`src/rtl/CC_ITF_PKG.sv`:
```
// Shared 32-bit reqrsp channel types: request/response payloads and their handshake wrappers.
package CC_ITF_PKG;

  typedef struct packed {
    logic [31:0] addr;
    logic        write;
    logic [31:0] data;
    logic [3:0]  strb;
  } reqrsp_d32_q_t;

  typedef struct packed {
    logic [31:0] data;
    logic        error;
  } reqrsp_d32_p_t;

  typedef struct packed {
    reqrsp_d32_q_t q;
    logic          q_valid;
    logic          p_ready;
  } reqrsp_d32_req_t;

  typedef struct packed {
    logic          q_ready;
    reqrsp_d32_p_t p;
    logic          p_valid;
  } reqrsp_d32_resps_t;

endpackage

```
`src/rtl/reqrsp_d32_arb_if.sv`:
```
// Bundle of the NUM_INP upstream reqrsp ports plus the single downstream port of the arbiter.
interface reqrsp_d32_arb_if #(
  parameter int NUM_INP = 3
);
  import CC_ITF_PKG::*;

  reqrsp_d32_req_t   [NUM_INP-1:0] slv_req_i;
  reqrsp_d32_resps_t [NUM_INP-1:0] slv_rsp_o;
  reqrsp_d32_req_t                 mst_req_o;
  reqrsp_d32_resps_t               mst_rsp_i;

  modport slave (
    input  slv_req_i,
    output slv_rsp_o,
    output mst_req_o,
    input  mst_rsp_i
  );

  modport master (
    output slv_req_i,
    input  slv_rsp_o,
    input  mst_req_o,
    output mst_rsp_i
  );

endinterface

```
`src/rtl/reqrsp_d32_arb.sv`:
```
// Round-robin N:1 reqrsp arbiter; request and response paths are combinational (0 cycles).
// Backpressure: downstream q_ready stall locks the grant; owner-ID FIFO full blocks new requests.
module reqrsp_d32_arb #(
  parameter int NUM_INP         = 3,
  parameter int MAX_OUTSTANDING = 4
) (
  input  logic                               clk_i,
  input  logic                               rst_i,
  reqrsp_d32_arb_if.slave                    bus,
  output logic [$clog2(MAX_OUTSTANDING):0]   outstanding_o,
  output logic                               unexpected_rsp_o
);

  localparam int IDX_W = $clog2(NUM_INP);
  localparam int PTR_W = (MAX_OUTSTANDING > 1) ? $clog2(MAX_OUTSTANDING) : 1;
  localparam int CNT_W = $clog2(MAX_OUTSTANDING) + 1;

  localparam logic [IDX_W-1:0] LAST_IDX = IDX_W'(NUM_INP - 1);
  localparam logic [CNT_W-1:0] CNT_MAX  = CNT_W'(MAX_OUTSTANDING);
  localparam logic [PTR_W-1:0] PTR_LAST = PTR_W'(MAX_OUTSTANDING - 1);

  logic [IDX_W-1:0] rr_ptr_q;
  logic [IDX_W-1:0] sel_q;
  logic             lock_q;
  logic [IDX_W-1:0] cand;
  logic [IDX_W-1:0] scan_idx;
  logic [IDX_W-1:0] sel;
  logic [IDX_W-1:0] head;

  logic [IDX_W-1:0] id_mem [MAX_OUTSTANDING];
  logic [PTR_W-1:0] wr_ptr_q;
  logic [PTR_W-1:0] rd_ptr_q;
  logic [CNT_W-1:0] cnt_q;

  logic full;
  logic empty;
  logic mst_q_vld;
  logic mst_p_rdy;
  logic push;
  logic pop;

  // Scan downward so the input closest after the pointer is the last (winning) assignment.
  always_comb begin
    cand     = '0;
    scan_idx = '0;
    for (int k = NUM_INP; k >= 1; k--) begin
      scan_idx = IDX_W'((int'(rr_ptr_q) + k) % NUM_INP);
      if (bus.slv_req_i[scan_idx].q_valid) begin
        cand = scan_idx;
      end
    end
  end

  assign full  = (cnt_q == CNT_MAX);
  assign empty = (cnt_q == '0);
  assign sel   = lock_q ? sel_q : cand;
  assign head  = id_mem[rd_ptr_q];

  assign mst_q_vld        = !rst_i && bus.slv_req_i[sel].q_valid && !full;
  assign push             = mst_q_vld && bus.mst_rsp_i.q_ready;
  assign mst_p_rdy        = empty ? 1'b1 : bus.slv_req_i[head].p_ready;
  assign pop              = !rst_i && bus.mst_rsp_i.p_valid && mst_p_rdy && !empty;
  assign unexpected_rsp_o = !rst_i && bus.mst_rsp_i.p_valid && empty;
  assign outstanding_o    = cnt_q;

  always_comb begin
    bus.mst_req_o.q       = bus.slv_req_i[sel].q;
    bus.mst_req_o.q_valid = mst_q_vld;
    bus.mst_req_o.p_ready = mst_p_rdy;
    for (int i = 0; i < NUM_INP; i++) begin
      bus.slv_rsp_o[i].q_ready = 1'b0;
      bus.slv_rsp_o[i].p       = bus.mst_rsp_i.p;
      bus.slv_rsp_o[i].p_valid = 1'b0;
    end
    bus.slv_rsp_o[sel].q_ready  = !rst_i && bus.mst_rsp_i.q_ready && !full;
    bus.slv_rsp_o[head].p_valid = !rst_i && bus.mst_rsp_i.p_valid && !empty;
  end

  always_ff @(posedge clk_i) begin
    if (rst_i) begin
      rr_ptr_q <= LAST_IDX;
      sel_q    <= '0;
      lock_q   <= 1'b0;
      wr_ptr_q <= '0;
      rd_ptr_q <= '0;
      cnt_q    <= '0;
    end else begin
      // A presented but unaccepted request pins the grant so the payload stays stable.
      lock_q <= mst_q_vld && !bus.mst_rsp_i.q_ready;
      sel_q  <= sel;
      if (push) begin
        rr_ptr_q <= sel;
        wr_ptr_q <= (wr_ptr_q == PTR_LAST) ? '0 : wr_ptr_q + 1'b1;
      end
      if (pop) begin
        rd_ptr_q <= (rd_ptr_q == PTR_LAST) ? '0 : rd_ptr_q + 1'b1;
      end
      case ({push, pop})
        2'b10:   cnt_q <= cnt_q + 1'b1;
        2'b01:   cnt_q <= cnt_q - 1'b1;
        default: cnt_q <= cnt_q;
      endcase
    end
  end

  always_ff @(posedge clk_i) begin
    if (push) begin
      id_mem[wr_ptr_q] <= sel;
    end
  end

endmodule

```
`src/flat_wrapper.sv`:
```
// flat-port wrapper written by rule: the top's interface ports become plain ports
module reqrsp_d32_arb_flat 
#(
  parameter int NUM_INP         = 3,
  parameter int MAX_OUTSTANDING = 4
)
  (clk_i, rst_i, outstanding_o, unexpected_rsp_o, bus_slv_req_i, bus_slv_rsp_o, bus_mst_req_o, bus_mst_rsp_i);
  reqrsp_d32_arb_if #(.NUM_INP(NUM_INP)) bus_i ();
  input  logic clk_i;
  input  logic rst_i;
  output logic [$clog2(MAX_OUTSTANDING):0] outstanding_o;
  output logic unexpected_rsp_o;
  input wire logic [$bits(bus_i.slv_req_i)-1:0] bus_slv_req_i;
  output wire logic [$bits(bus_i.slv_rsp_o)-1:0] bus_slv_rsp_o;
  output wire logic [$bits(bus_i.mst_req_o)-1:0] bus_mst_req_o;
  input wire logic [$bits(bus_i.mst_rsp_i)-1:0] bus_mst_rsp_i;
  assign bus_i.slv_req_i = bus_slv_req_i;
  assign bus_slv_rsp_o = bus_i.slv_rsp_o;
  assign bus_mst_req_o = bus_i.mst_req_o;
  assign bus_i.mst_rsp_i = bus_mst_rsp_i;
  reqrsp_d32_arb #(.NUM_INP(NUM_INP), .MAX_OUTSTANDING(MAX_OUTSTANDING)) u_core (.clk_i(clk_i), .rst_i(rst_i), .bus(bus_i), .outstanding_o(outstanding_o), .unexpected_rsp_o(unexpected_rsp_o));
endmodule
```
`config.mk`:
```
export PLATFORM = sky130hd
export DESIGN_NAME = reqrsp_d32_arb_flat
export DESIGN_NICKNAME = d
export VERILOG_FILES = /design/src/rtl/CC_ITF_PKG.sv /design/src/rtl/reqrsp_d32_arb_if.sv /design/src/rtl/reqrsp_d32_arb.sv /design/src/flat_wrapper.sv
export SDC_FILE = /design/constraint.sdc
export NUM_CORES = 1
export LEC_CHECK = 0
export CORE_AREA = 2 2 169 171
export CTS_BUF_LIST = sky130_fd_sc_hd__clkbuf_16
export CTS_CLUSTER_SIZE = 30
export DETAILED_ROUTE_END_ITERATION = 12
export DIE_AREA = 0 0 171 173
export PLACE_DENSITY = 0.44
export SYNTH_ARGS = -nofsm -noshare
export SYNTH_HDL_FRONTEND = slang
export SYNTH_SLANG_ARGS = --single-unit
export TNS_END_PERCENT = 50
```
`constraint.sdc`:
```
create_clock -name clk_i -period 9.6 [get_ports clk_i]
set_clock_uncertainty 0.15 [all_clocks]
set_input_delay 2.4 -clock clk_i [delete_from_list [all_inputs] [get_ports clk_i]]
set_output_delay 2.4 -clock clk_i [all_outputs]
set_load 0.01 [all_outputs]
```
==> results.txt, run 1 <==
Outcome: finished clean
Post-synthesis sequential area ratio: 14.5%
Total grt overflow: 0
Clock Sinks: 22
H-tree depth: 1
Final min period: 8200 ps
Most frequent cells in the layout: clkdlybuf4s50_1 (297), a21oi_1 (144), mux2i_1 (74), dfxtp_1 (14), inv_1 (12)
Synth Cell Area: 3600 um2
DIE AREA: 29600 um2
Clock Tree Buf Depth: 2
R2r setup slk: 5200 ps
Yosys warning total: 0
Crit Path Class: in2out
Cell depth of the worst flop-to-flop path: 14
Max-slew headroom: 45.3%
Core area: 27600 um2
CTS hold repair buffers: 0
Clock Tree Root: clkbuf_16
Worst-path maximum fanout: 43
Crit-path cells: clkdlybuf4s50_1, mux2i_1, o221ai_1, a221o_1, nand2_4, buf_12, mux2i_1, a21oi_1, clkdlybuf4s50_1
Combinational share of power: 80.3%
Syn Inst Count: 472
# fillers: 3132
Vias in the first global route: 4000
Detailed Route Iter0 Violations: 92
DR vias: 3866
Final-report max-slew violation count: 0
Ports: 430
Hold EP: u_core.rd_ptr_q[1]
Clk slew on worst S/H paths: 60 ps
Met3 GRT Util: 3.20%
Seq pwr share: 11.1%
Commonest non-fill, non-tap cell in the layout: clkdlybuf4s50_1
Syn nets: 733
Crit path launch type: input port
Yosys top cell area share: 21.3%
Max Cap Violations: 0
Pre-CTS WS: 1420 ps
Wire per inst: 15.0 um
FMAX: 122 MHz
RSZ-0062 raised after global routing: no
Sw Ratio: 41.5%
Final setup TNS: 0 ps
GRT busiest layer: met2
Die width: 171 um
DRT Pass-1 Iters: 5
Num rows: 61
I/O Buffers: 297
Vias per Instance: 3.79
Hold path startpoint: u_core.rd_ptr_q[1]
Starting Density: 13.0%
Global-route wire length before repair: 22500 um
Clock share of power: 8.6%
Number of CTS-inserted buffers: 3
ANT cells: 0
Skew-Pair Late Insertion Delay: 260 ps
Syn Area/Cell: 7.63 um2
Finish-stage setup viols: 0
Routed WL: 15300 um
Initial antenna violation count: 0
Number of cells on the worst hold path: 2
Crit path largest cell delay: 540 ps
Gpl congestion: 0.822
DRC: 0
Worst R2R End: u_core.outstanding_o[2]
Worst path top cell family by delay: buffers and inverters
Die Span Y: 173 um
M2 GR Usage: 17.5%
Fin crit share: 85.4%
Psw: 0.425 mW
HP Class: reg2reg
Crit. End Element: output pin
Global Route Usage Sum: 9.62%
P_int: 0.598 mW
Postcts setup bufs: 0
CTS tree: built
Synth area leaders: buf_4 (21%), mux2i_1 (21%), a21oi_1 (20%)
Seq cells post-synth: 22
Total leakage power: 2.47 nW
Share of layout cells above drive strength 1: 2.95%
Endpoints failing hold: 0
Buf/Inv on CP: 3
Worst EP arrival: 5650 ps
Reg2reg start: u_core.rr_ptr_q[0]
NumNets Final: 905
M1 GR Usage: 10.9%
Largest net degree at the start of global routing: 59
Crit-path slowest cell: clkdlybuf4s50_1
P per Cell Area: 163 nW/um2
CP Data Required Time: 7050 ps
CTS resizes: 0
Cell type with the largest total area after synthesis: buf_4
Final WS setup: 1400 ps
Transition time at the pin with the least slew margin: 800 ps
DP HPWL: 12700 um
Syn-to-layout area delta: 74.8%
Post-DRT Antenna Nets: 0
Worst IR Drop VDD: 0.0565 mV
Distinct cells, synth: 43
## metrics by stage
stage                     cells  util (%)  instance area [um2]  total power [mW]  hold WS, ps
final                      1021      22.8                 6300              1.02          333
after global routing       1021      22.8                 6300              1.10          366
after CTS                  1021      22.8                 6300              1.04          337
after detailed placement   1017      22.5                 6220             0.947          329
after global placement     1017      22.5                 6220             0.955          327
after floorplan             472         -                 3600             0.566          304
## kinds of logic after synthesis
kind of cell | synth area share (%)
and+or+nand+nor | 7.54
DFF | 14.5
AOI/OAI and AO/OA | 23.6
muxes | 23.1
xor gates and xnor gates | 0.487
adders and majority gates | 4.03
buffers and inverters | 26.8
## sequential cells by signal, summed over array words and instances (netlist names), named ones only
register              cells
u_core.wr_ptr_q           2
u_core.rr_ptr_q           2
u_core.sel_q              2
u_core.id_mem             8
u_core.lock_q             1
u_core.rd_ptr_q           2
u_core.outstanding_o      3
## how the worst max path moves through the flow
stage	start	to	slack [ps]	depth (start not counted)
2_1_floorplan	bus_slv_req_i[1]	bus_mst_req_o[10]	3000	7
3_3_place_gp	bus_slv_req_i[143]	bus_mst_req_o[44]	1370	9
3_5_place_dp	bus_slv_req_i[143]	bus_mst_req_o[44]	1420	9
4_1_cts	bus_slv_req_i[143]	bus_mst_req_o[44]	1400	9
5_1_grt	bus_slv_req_i[143]	bus_mst_req_o[44]	1190	9
6_report	bus_slv_req_i[143]	bus_mst_req_o[44]	1400	9
## synth_stat cells (all sizes together)
cell     instances
dfxtp           14
o31a             1
inv             12
nor3             2
nand2            8
ha              10
o221ai           1
and3b            2
nor2            11
o22ai            1
clkinv           1
a21boi           1
clkbuf          20
edfxtp           8
or2              1
nand3            2
a21oi          144
a211oi           1
and2             1
a31oi            2
a21o             1
and3             1
mux4             2
fa               1
o31ai            1
or3              2
nor4b            2
mux2             3
nor4             2
nand2b           9
mux2i           74
nor2b            4
o22a             1
a2111oi          1
xor2             2
o21ai            3
nand3b           2
a221o            3
buf            115
## power groups by stage
stage	registers (mW)	clock network [mW]	logic, mW
floorplan	0.114	0	0.452
global placement	0.116	0	0.839
detailed placement	0.115	0	0.832
CTS	0.113	0.0913	0.838
global route	0.115	0.0951	0.889
finish	0.113	0.0884	0.821
## worst reg2reg max path, stage by stage, from the launching register on
cell     delay (ps)
dfxtp_1         390
inv_1            80
ha_1            390
and3b_1         230
a21o_1          170
a221o_1         350
nand2_4         420
mux2i_1         400
o22a_1          440
ha_1            260
inv_1            60
fa_1            370
xor2_1          160
or3_1           300
a21oi_1         140
## final cells by class
cell class,count,area [um2],area share [%]
multi-input cells,302,2150,34.1
clock buffers,3,75.1,1.19
inverters,13,53.8,0.855
flip-flops and latches,22,520,8.27
clock inverters,1,3.75,0.0596
repair buffers,302,3020,48.0
well taps,378,473,7.51
## layer usage
layer	up-vias	wire length, um
met5	-	0
met4	0	166
met3	11	1690
met2	249	7690
met1	1690	5750
li1	1916	-
Note: power is estimated with default switching activity, not from simulation.
==> run 2: changes to the inputs <==
--- a/config.mk
+++ b/config.mk
@@ -5,12 +5,12 @@
 export SDC_FILE = /design/constraint.sdc
 export NUM_CORES = 1
 export LEC_CHECK = 0
-export CORE_AREA = 2 2 169 171
+export CORE_AREA = 4 4 166 168
 export CTS_BUF_LIST = sky130_fd_sc_hd__clkbuf_16
 export CTS_CLUSTER_SIZE = 30
 export DETAILED_ROUTE_END_ITERATION = 12
-export DIE_AREA = 0 0 171 173
-export PLACE_DENSITY = 0.44
+export DIE_AREA = 0 0 170 172
+export PLACE_DENSITY = 0.46
 export SYNTH_ARGS = -nofsm -noshare
 export SYNTH_HDL_FRONTEND = slang
 export SYNTH_SLANG_ARGS = --single-unit
==> run 2 against run 1 <==
  * Sequential power about the same
  * Count of clock-buffer cells in the layout unchanged
  * Global-route usage up 0.84 points
  * Clock power up 32%
  * Sequential cell count unchanged
  * Hold slack better by 6.0 ps
  * First-iteration DRC count up 42%
  * Die area down 1.2%
  * Largest power group unchanged
==> results.txt, run 2 (synthesis gave the netlist of run 1 again) <==
Vias in the first global route: 3843 (-3.9%)
Total grt overflow: 0 (unchanged)
# fillers: 2858 (-8.7%)
R2r setup slk: 5160 ps (-40 ps)
CTS resizes: 0 (unchanged)
Vias per Instance: 3.97 (+4.8%)
Outcome: finished clean
Detailed Route Iter0 Violations: 131 (+42%)
Largest Register: u_core.id_mem
DRC: 0 (unchanged)
DR vias: 3878 (+0.31%)
I/O Buffers: 297 (unchanged)
Seq pwr share: 10.7% (-0.4 points)
Worst R2R End: u_core.outstanding_o[2]
Worst EP arrival: 5510 ps (-140 ps)
RSZ-0062 raised after global routing: no
Worst-path maximum fanout: 74 (+72%)
Fin crit share: 83.9% (-1.5 points)
P per Cell Area: 169 nW/um2 (+3.7%)
Wire per inst: 18.1 um (+21%)
Postcts setup bufs: 0 (unchanged)
Finish-stage setup viols: 0 (unchanged)
Die Span Y: 172 um (-0.58%)
Share of layout cells above drive strength 1: 2.96% (+0.0046 points)
Die width: 170 um (-0.58%)
DIE AREA: 29200 um2 (-1.2%)
Max-slew headroom: 42.4% (-2.9 points)
Number of CTS-inserted buffers: 3 (unchanged)
Skew-Pair Late Insertion Delay: 260 ps (about the same)
H-tree depth: 1 (unchanged)
Final-report max-slew violation count: 0 (unchanged)
Combinational share of power: 78.2% (-2.1 points)
Core area: 25900 um2 (-6.2%)
Routed WL: 17700 um (+16%)
Ports: 430 (unchanged)
Crit Path Class: in2out
Fin util: 24.2% (+1.4 points)
Largest net degree at the start of global routing: 90 (+53%)
DRT Pass-1 Iters: 4 (-1)
CP Data Required Time: 7050 ps (about the same)
Most frequent cells in the layout: clkdlybuf4s50_1 (297), a21oi_1 (144), mux2i_1 (74), dfxtp_1 (14), inv_1 (12)
NumNets Final: 904 (-0.11%)
Critical Path Start: bus_slv_req_i[1]
Number of flip-flops in the largest register: 8 (unchanged)
Clock Sinks: 22 (unchanged)
Psw: 0.431 mW (+1.5%)
Crit path launch type: input port
Clock Tree Buf Depth: 2 (unchanged)
Syn-to-layout area delta: 74.2%
Final setup TNS: 0 ps (unchanged)
Initial antenna violation count: 0 (unchanged)
Global-route wire length before repair: 23600 um (+5.3%)
Clk slew on worst S/H paths: 60 ps (about the same)
Post-DRT Antenna Nets: 0 (unchanged)
FMAX: 124 MHz (+1.7%)
Multi-input logic area: 2150 um2 (unchanged)
Worst Setup EP: bus_mst_req_o[1]
Max Cap Violations: 0 (unchanged)
Total leakage power: 2.48 nW (+0.57%)
Sequential Area: 520 um2 (unchanged)
Endpoints failing hold: 0 (unchanged)
Commonest non-fill, non-tap cell in the layout: clkdlybuf4s50_1
Tot Pwr: 1.06 mW (+3.4%)
Gpl congestion: 0.719 (-13%)
Final min period: 8060 ps (-140 ps)
Worst IR Drop VDD: 0.118 mV (+110%)
Sw Ratio: 40.7% (-0.77 points)
ANT cells: 0 (unchanged)
Pre-CTS WS: 1530 ps (+110 ps)
DP HPWL: 14800 um (+17%)
HP Class: reg2reg
Fin Hold WS: 339 ps (+5.98 ps)
CTS hold repair buffers: 0 (unchanged)
Transition time at the pin with the least slew margin: 864 ps (+63.8 ps)
CTS tree: built
Cell depth of the worst flop-to-flop path: 14 (unchanged)
Global Route Usage Sum: 10.5% (+0.84 points)
Num rows: 59 (-3.3%)
Crit. End Element: output pin
P_int: 0.627 mW (+4.7%)
Clock share of power: 11.1% (+2.5 points)
Clock Tree Root: clkbuf_16
Reg2reg start: u_core.rr_ptr_q[0]
Starting Density: 13.9% (+0.86 points)
Final WS setup: 1540 ps (+140 ps)
## run 2: cell count changes in the layout (fill, tap and decap cells not counted), sizes merged
cell	before	now
buf	5	4
bufinv	0	1
clkinv	2	1
## run 2: layout make-up
| type | instances | area share [%] |
|---|---|---|
| Multi-Input combinational cell | 302 | 34.2 |
| Timing Repair Buffer | 301 | 48.3 |
| Clock buffer | 3 | 1.20 |
| Sequential cell | 22 | 8.30 |
| Inverter | 13 | 0.858 |
| Clock inverter | 1 | 0.479 |
| Tap cell | 335 | 6.68 |
## run 2: stage by stage
step / area [um2] / instances
2_1_floorplan: 3600 / 472
3_3_place_gp: 6170 / 973
6_report: 6270 / 977
5_1_grt: 6270 / 977
3_5_place_dp: 6170 / 973
4_1_cts: 6270 / 977
## run 2: routing by layer
metal | share of wire, % | track usage (%) | routed length (um) | vias up
met1 | 33 | 10.5 | 5830 | 1676
met2 | 47 | 16.9 | 8230 | 262
li1 | - | - | - | 1911
met3 | 18 | 8.25 | 3210 | 29
met5 | 0 | 0 | 0 | -
met4 | 2.3 | 2.92 | 401 | 0
## run 2: critical path: stages
cell             delay [ps]
clkdlybuf4s50_1         500
mux2_4                  330
a2111oi_0               700
o31ai_4                 130
buf_4                   400
nand3_2                 200
o21ai_0                 140
and2_1                  190
clkdlybuf4s50_1         500
## run 2: power groups by stage
stage	Sequential [mW]	Clock, mW	Combinational, mW
after floorplan	0.114	0	0.452
after global placement	0.116	0	0.842
after detailed placement	0.116	0	0.836
after CTS	0.114	0.120	0.842
after global routing	0.115	0.123	0.893
final	0.114	0.117	0.827
## run 2: worst min path at each step
stage	slack, ps	to	startpoint	cells past startpoint
finish	340	u_core.rd_ptr_q[1]	u_core.rd_ptr_q[1]	2
global route	380	u_core.rd_ptr_q[0]	u_core.rd_ptr_q[0]	2
CTS	340	u_core.rd_ptr_q[1]	u_core.rd_ptr_q[1]	2
detailed placement	340	u_core.rd_ptr_q[1]	u_core.rd_ptr_q[1]	2
global placement	330	u_core.rd_ptr_q[1]	u_core.rd_ptr_q[1]	2
floorplan	300	flip-flop	u_core.rd_ptr_q[1]	2
